**src/rtl/mem_access_unit.sv**
```systemverilog
// -----------------------------------------------------------------------------
// mem_access_unit
//
// Load/store unit for a MIPS-style pipeline. It takes the effective byte
// address from the ALU together with the opcode and the store source register.
// It then runs one handshaked access on a 32-bit word-addressed data memory
// port. Supported operations are lb, lh, lw, sb, sh and sw. Byte order is
// big-endian: byte offset 0 is bits [31:24].
//
// Ports
//   clk          rising-edge clock
//   rst_n        asynchronous active-low reset
//   req_valid    request from the execute stage (held until req_ready)
//   req_ready    unit idle and able to accept a request
//   opcode       MIPS opcode (lb/lh/lw/sb/sh/sw, anything else is rejected)
//   ALU_result   effective byte address
//   rt_reg       store data source
//   mem_req      memory request, held until mem_ack
//   mem_we       1 = write, 0 = read
//   mem_addr     word-aligned address
//   mem_be       byte enables, bit 3 = bits [31:24]
//   mem_wdata    store data replicated across lanes
//   mem_rdata    read data, valid with mem_ack
//   mem_ack      memory completion strobe (only looked at in REQ)
//   done         one-cycle completion pulse
//   load_data    sign-extended load result, held until the next load completes
//   err          status valid with done: 00 ok, 01 misaligned, 10 timeout,
//                11 unsupported opcode
//
// TIMEOUT_CYCLES (1..255) is the number of REQ cycles allowed without mem_ack
// before the access is abandoned.
// -----------------------------------------------------------------------------
module mem_access_unit #(
    parameter int unsigned TIMEOUT_CYCLES = 255
) (
    input  logic        clk,
    input  logic        rst_n,
    input  logic        req_valid,
    output logic        req_ready,
    input  logic [5:0]  opcode,
    input  logic [31:0] ALU_result,
    input  logic [31:0] rt_reg,
    output logic        mem_req,
    output logic        mem_we,
    output logic [31:0] mem_addr,
    output logic [3:0]  mem_be,
    output logic [31:0] mem_wdata,
    input  logic [31:0] mem_rdata,
    input  logic        mem_ack,
    output logic        done,
    output logic [31:0] load_data,
    output logic [1:0]  err
);

    localparam logic [5:0] OP_LB = 6'b100000;
    localparam logic [5:0] OP_LH = 6'b100001;
    localparam logic [5:0] OP_LW = 6'b100011;
    localparam logic [5:0] OP_SB = 6'b101000;
    localparam logic [5:0] OP_SH = 6'b101001;
    localparam logic [5:0] OP_SW = 6'b101011;

    localparam logic [1:0] ERR_OK       = 2'b00;
    localparam logic [1:0] ERR_MISALIGN = 2'b01;
    localparam logic [1:0] ERR_TIMEOUT  = 2'b10;
    localparam logic [1:0] ERR_UNSUP    = 2'b11;

    localparam logic [7:0] TMO_LIMIT = 8'(TIMEOUT_CYCLES);

    typedef enum logic [1:0] {
        ST_IDLE,
        ST_REQ,
        ST_DONE
    } state_e;

    typedef enum logic [1:0] {
        SZ_BYTE,
        SZ_HALF,
        SZ_WORD
    } size_e;

    state_e      state;
    size_e       size_q;
    logic [1:0]  off_q;
    logic [7:0]  tmo_cnt;

    // Decode of the incoming request, used only on the accept cycle.
    logic        dec_valid;
    logic        dec_store;
    size_e       dec_size;
    logic        dec_misaligned;
    logic [7:0]  tmo_cnt_next;

    // -------------------------------------------------------------------------
    // Lane helpers
    // -------------------------------------------------------------------------

    // Byte enables for an access of the given size at the given byte offset.
    function automatic logic [3:0] lane_enables(input size_e size, input logic [1:0] off);
        logic [3:0] be;
        case (size)
            SZ_BYTE: be = 4'b1000 >> off;
            SZ_HALF: be = off[1] ? 4'b0011 : 4'b1100;
            default: be = 4'b1111;
        endcase
        return be;
    endfunction

    // Store data replicated so that every candidate lane carries the value.
    // The memory picks the lane(s) with mem_be.
    function automatic logic [31:0] store_lanes(input size_e size, input logic [31:0] rt);
        logic [31:0] wd;
        case (size)
            SZ_BYTE: wd = {4{rt[7:0]}};
            SZ_HALF: wd = {2{rt[15:0]}};
            default: wd = rt;
        endcase
        return wd;
    endfunction

    // Select the addressed byte or halfword (big-endian) and sign-extend it.
    function automatic logic [31:0] extract_load(input size_e size, input logic [1:0] off,
                                                 input logic [31:0] rdata);
        logic [7:0]  b;
        logic [15:0] h;
        logic [31:0] res;
        case (off)
            2'd0:    b = rdata[31:24];
            2'd1:    b = rdata[23:16];
            2'd2:    b = rdata[15:8];
            default: b = rdata[7:0];
        endcase
        h = off[1] ? rdata[15:0] : rdata[31:16];
        case (size)
            SZ_BYTE: res = {{24{b[7]}}, b};
            SZ_HALF: res = {{16{h[15]}}, h};
            default: res = rdata;
        endcase
        return res;
    endfunction

    // -------------------------------------------------------------------------
    // Request decode
    // -------------------------------------------------------------------------
    // NOTE: combinational logic uses blocking '=' and gives every output a
    // default first, so no path can leave a signal unassigned and infer a latch.
    always_comb begin
        dec_valid = 1'b1;
        dec_store = 1'b0;
        dec_size  = SZ_WORD;
        case (opcode)
            OP_LB:   dec_size = SZ_BYTE;
            OP_LH:   dec_size = SZ_HALF;
            OP_LW:   dec_size = SZ_WORD;
            OP_SB: begin
                dec_size  = SZ_BYTE;
                dec_store = 1'b1;
            end
            OP_SH: begin
                dec_size  = SZ_HALF;
                dec_store = 1'b1;
            end
            OP_SW: begin
                dec_size  = SZ_WORD;
                dec_store = 1'b1;
            end
            default: dec_valid = 1'b0;
        endcase

        // Bytes are never misaligned; halves need addr[0]=0, words addr[1:0]=0.
        case (dec_size)
            SZ_HALF: dec_misaligned = ALU_result[0];
            SZ_WORD: dec_misaligned = |ALU_result[1:0];
            default: dec_misaligned = 1'b0;
        endcase
    end

    assign tmo_cnt_next = tmo_cnt + 8'd1;

    // -------------------------------------------------------------------------
    // Control FSM with registered outputs
    // -------------------------------------------------------------------------
    // NOTE: sequential state uses non-blocking '<=' so every register samples
    // pre-edge values regardless of statement order.
    always_ff @(posedge clk or negedge rst_n) begin
        if (!rst_n) begin
            state     <= ST_IDLE;
            size_q    <= SZ_WORD;
            off_q     <= 2'b00;
            tmo_cnt   <= 8'd0;
            req_ready <= 1'b1;
            mem_req   <= 1'b0;
            mem_we    <= 1'b0;
            mem_addr  <= 32'd0;
            mem_be    <= 4'd0;
            mem_wdata <= 32'd0;
            done      <= 1'b0;
            load_data <= 32'd0;
            err       <= ERR_OK;
        end else begin
            // done is a single-cycle pulse: only the entry into DONE raises it.
            done <= 1'b0;

            case (state)
                ST_IDLE: begin
                    if (req_valid && req_ready) begin
                        req_ready <= 1'b0;
                        err       <= ERR_OK;
                        tmo_cnt   <= 8'd0;
                        if (!dec_valid) begin
                            state <= ST_DONE;
                            done  <= 1'b1;
                            err   <= ERR_UNSUP;
                        end else if (dec_misaligned) begin
                            state <= ST_DONE;
                            done  <= 1'b1;
                            err   <= ERR_MISALIGN;
                        end else begin
                            // All memory-side fields are loaded together here
                            // and stay untouched for the whole REQ state.
                            state     <= ST_REQ;
                            size_q    <= dec_size;
                            off_q     <= ALU_result[1:0];
                            mem_req   <= 1'b1;
                            mem_we    <= dec_store;
                            mem_addr  <= {ALU_result[31:2], 2'b00};
                            mem_be    <= lane_enables(dec_size, ALU_result[1:0]);
                            mem_wdata <= store_lanes(dec_size, rt_reg);
                        end
                    end
                end

                ST_REQ: begin
                    tmo_cnt <= tmo_cnt_next;
                    // The ack check comes first so an ack wins over a timeout
                    // that expires in the same cycle.
                    if (mem_ack) begin
                        state   <= ST_DONE;
                        mem_req <= 1'b0;
                        mem_we  <= 1'b0;
                        done    <= 1'b1;
                        err     <= ERR_OK;
                        if (!mem_we) begin
                            load_data <= extract_load(size_q, off_q, mem_rdata);
                        end
                    end else if (tmo_cnt_next == TMO_LIMIT) begin
                        state   <= ST_DONE;
                        mem_req <= 1'b0;
                        mem_we  <= 1'b0;
                        done    <= 1'b1;
                        err     <= ERR_TIMEOUT;
                    end
                end

                ST_DONE: begin
                    state     <= ST_IDLE;
                    req_ready <= 1'b1;
                end

                default: begin
                    state     <= ST_IDLE;
                    req_ready <= 1'b1;
                    mem_req   <= 1'b0;
                    mem_we    <= 1'b0;
                end
            endcase
        end
    end

endmodule

```
**config.mk**
```make
export PLATFORM = sky130hd
export DESIGN_NAME = mem_access_unit
export DESIGN_NICKNAME = d
export VERILOG_FILES = /design/src/rtl/mem_access_unit.sv
export SDC_FILE = /design/constraint.sdc
export NUM_CORES = 1
export LEC_CHECK = 0
export ABC_AREA = 1
export ABC_CLOCK_PERIOD_IN_PS = 2300
export CAP_MARGIN = 40
export CORE_MARGIN = 1
export CORE_UTILIZATION = 35
export DETAILED_ROUTE_END_ITERATION = 16
export GPL_ROUTABILITY_DRIVEN = 0
export PLACE_DENSITY = 0.74
export SYNTH_ARGS = -nofsm -noshare
export SYNTH_HDL_FRONTEND = slang
export SYNTH_SLANG_ARGS = --single-unit
```
**constraint.sdc**
```tcl
create_clock -name clk -period 2.3 [get_ports clk]
set_input_delay 0.345 -clock clk [delete_from_list [all_inputs] [get_ports clk]]
set_output_delay 0.345 -clock clk [all_outputs]
set_load 0.05 [all_outputs]
```
==> flow_summary.json <==
{
  "yosysSeqAreaShare_pct": 54.15,
  "die_w_microns": 126.9,
  "setup_viol": 0,
  "final_nets": 951,
  "viasPerCell": 4.959,
  "overflow": 0,
  "io_pins": 212,
  "cts_buffers": 17,
  "die_h_microns": 126.9,
  "hold_viol": 0,
  "synth_cell_types": 40,
  "crit_type": "reg -> out",
  "power.leakage_nw": 3.805,
  "hold_buffers": 1,
  "place.port_buffers": 209,
  "syn_area_sq_um": 5458,
  "dp.cells": 1011,
  "slowest_delay_ps": 800,
  "clk_pin_slew_worst_paths_ps": 50,
  "cp.required_ps": 1960,
  "drive_above_1_share_pct": 8.645,
  "crit_slowest_cell": "clkdlybuf4s50_1",
  "irDropWorstVdd_mv": 0.6054,
  "cp-start-kind": "register",
  "cp.arrival_ps": 1760,
  "grt_pass1_wl_microns": 26250,
  "finalNonFillerCells": 1044,
  "relSlewSlack_pct": 61.84,
  "clkLatencyLatePin_ps": 410,
  "skew_ps": 5.963,
  "cts_setup_buffers": 0,
  "coreArea_sq_um": 15200,
  "path_cells": "clkdlybuf4s50_1",
  "wl_per_cell_microns": 15.34,
  "fmax_mhz": 475.2,
  "min_period_ps": 2104,
  "die_area_sq_um": 16100,
  "synth_area_per_cell_sq_um": 8.718,
  "p_total_mw": 10.44,
  "slew_viol_final": 0,
  "ys_ff_latch": 118,
  "crit_path_max_fanout": 3,
  "worst_slew_pin_slew_ps": 570.6,
  "rsz0062_at_grt": "false",
  "dr.pass1.iters": 4,
  "antenna_found_initial": 0,
  "area_growth_pct": 52.43,
  "cts_max_path_buffers": 2,
  "critPathTopFamily": "buffers and inverters",
  "ant_nets": 0,
  "setup_tns_ps": 0,
  "grt_pass1_vias": 5137,
  "syn-instance-count": 626,
  "design_area_sq_um": 8319,
  "initial_core_util_pct": 35.90,
  "num_antenna_cells": 0,
  "min_path_type": "in -> async",
  "htreeDepth": 4,
  "cts_tree": "yes",
  "grt_max_degree": 66,
  "path_buf_inv": 1,
  "run_status": "finished clean",
  "dp_slack_ps": 81.40,
  "wl_microns": 16020,
  "nFillCells": 1389,
  "place_hpwl_microns": 11600,
  "cts_resized": 0,
  "power_density_nw_per_um2": 1255,
  "fin_ws_ps": 195.8,
  "vias": 5177,
  "synth_warnings": 0,
  "track_usage_pct": 21.01,
  "dpl_cell_area_sq_um": 7750,
  "cts_root_buf": "clkbuf_16",
  "maxCapViolations": 0,
  "row_count": 45,
  "drc": 0,
  "drt_iter0_markers": 286,
  "end_kind": "primary output",
  "clock_sinks": 118,
  "post-route-period-util_pct": 91.49
}
power breakdown:
group          switching [mW]  total, mW  internal, mW  leakage (nW)
logic                    3.22       4.80          1.58          1.96
registers               0.382       3.11          2.73          1.57
clock network           0.927       2.54          1.61         0.273
logic make-up (layout without fill, tap and decap cells):
group / Yosys count / after routing / synth area share (%)
flops: 118 / 118 / 54.15
buf+inv: 63 / 292 / 6.488
simple gates: 276 / 276 / 20.98
other cells: 1 / 2 / 0.06871
compound gates: 158 / 158 / 16.37
fa+ha+maj: 2 / 2 / 0.4584
mux: 8 / 8 / 1.490
sequential cells by signal, indices dropped and copies added, names as in the netlist:
register   flops
load_data     32
mem_wdata     32
mem_addr      30
tmo_cnt        8
mem_be         4
err            2
off_q          2
size_q         2
state          2
done           1
mem_req        1
mem_we         1
req_ready      1
layout by cell type, fill, tap and decap left out, types with 7 or more instances in the layout:
cell type          n
nand2_1          187
o21ai_0           61
a21oi_1           49
o21ai_1           15
buf_4             15
dfrtp_1          116
mux2i_1            7
inv_1             26
clkbuf_16         17
nor2_1            52
nand3_1           17
clkdlybuf4s50_1  208
nand4_1            7
per-layer routing:
metal | vias to the layer above | wire (microns) | GRT usage (%) | share of wire (%)
li1 | 2521 | - | - | -
met1 | 2400 | 6992 | 26.89 | 44
met2 | 223 | 7178 | 32.22 | 45
met3 | 33 | 1400 | 7.170 | 8.7
met4 | 0 | 444 | 9.244 | 2.8
met5 | - | 0 | 0 | 0
cell type report:
class | count | area [sq um] | area share, %
clock buffer | 22 | 454.2 | 5.459
tap | 188 | 235.2 | 2.827
multi-input combinational | 446 | 2152 | 25.87
inverter | 32 | 132.6 | 1.594
clock inverter | 10 | 105.1 | 1.263
timing repair buffer | 228 | 2285 | 27.46
sequential | 118 | 2955 | 35.52
through the flow:
step | utilization [%] | hold WS [ps]
final | 54.72 | 420.0
after global routing | 54.72 | 425.2
after CTS | 54.72 | 409.9
after detailed placement | 50.98 | 302.2
after global placement | 50.98 | 307.1
after floorplan | - | 49.41
final timing paths:
kind,from,end,slack (ps),cells past startpoint
min reg2reg,mem_addr[4]$_DFFE_PN0P_,mem_addr[4]$_DFFE_PN0P_,470,2
max reg2reg,state[1]$_DFFE_PN0P_,load_data[13]$_DFFE_PN0P_,370,7
max,req_ready$_DFFE_PN1P_,req_ready,200,1
min,rst_n,load_data[24]$_DFFE_PN0P_,420,2
min in group clk,ALU_result[10],mem_addr[10]$_DFFE_PN0P_,460,3
max in group asynchronous,rst_n,req_ready$_DFFE_PN1P_,1240,3
cell usage after synthesis:
cell	number	area share [%]
a211oi_1	6	0.83
a21oi_1	49	4.5
a21oi_2	6	0.96
a22o_1	1	0.16
buf_2	12	1.1
buf_4	4	0.55
buf_6	10	2.1
clkbuf_1	5	0.34
clkinv_1	1	0.069
clkinv_8	1	0.30
conb_1	1	0.069
dfrtp_1	116	53
dfstp_2	2	0.96
ha_1	2	0.46
inv_1	26	1.8
inv_2	4	0.28
mux2_2	1	0.21
mux2i_1	7	1.3
nand2_1	187	13
nand2_2	1	0.11
nand2_4	1	0.21
nand3_1	17	1.6
nand3_2	2	0.37
nand3b_1	1	0.14
nand4_1	7	0.80
nor2_1	52	3.6
nor2_2	1	0.11
nor2_4	4	0.83
nor3_2	1	0.18
o211ai_1	6	0.83
o21ai_0	61	5.6
o21ai_1	15	1.4
o21ai_2	2	0.32
o21bai_1	2	0.28
o221ai_1	6	0.96
o22a_1	2	0.32
o22ai_1	1	0.11
o31ai_1	1	0.14
or2_1	1	0.11
or2_2	1	0.11
worst reg2reg max path, delay by kind of cell, from the launching register on:
family                 cells  cell delay, ps
AND/OR/NAND/NOR            3             700
flip-flops                 1             450
AO/OA/AOI/OAI              3             390
buffers and inverters      1             270
No activity file was read; power rests on OpenSTA's default activity.
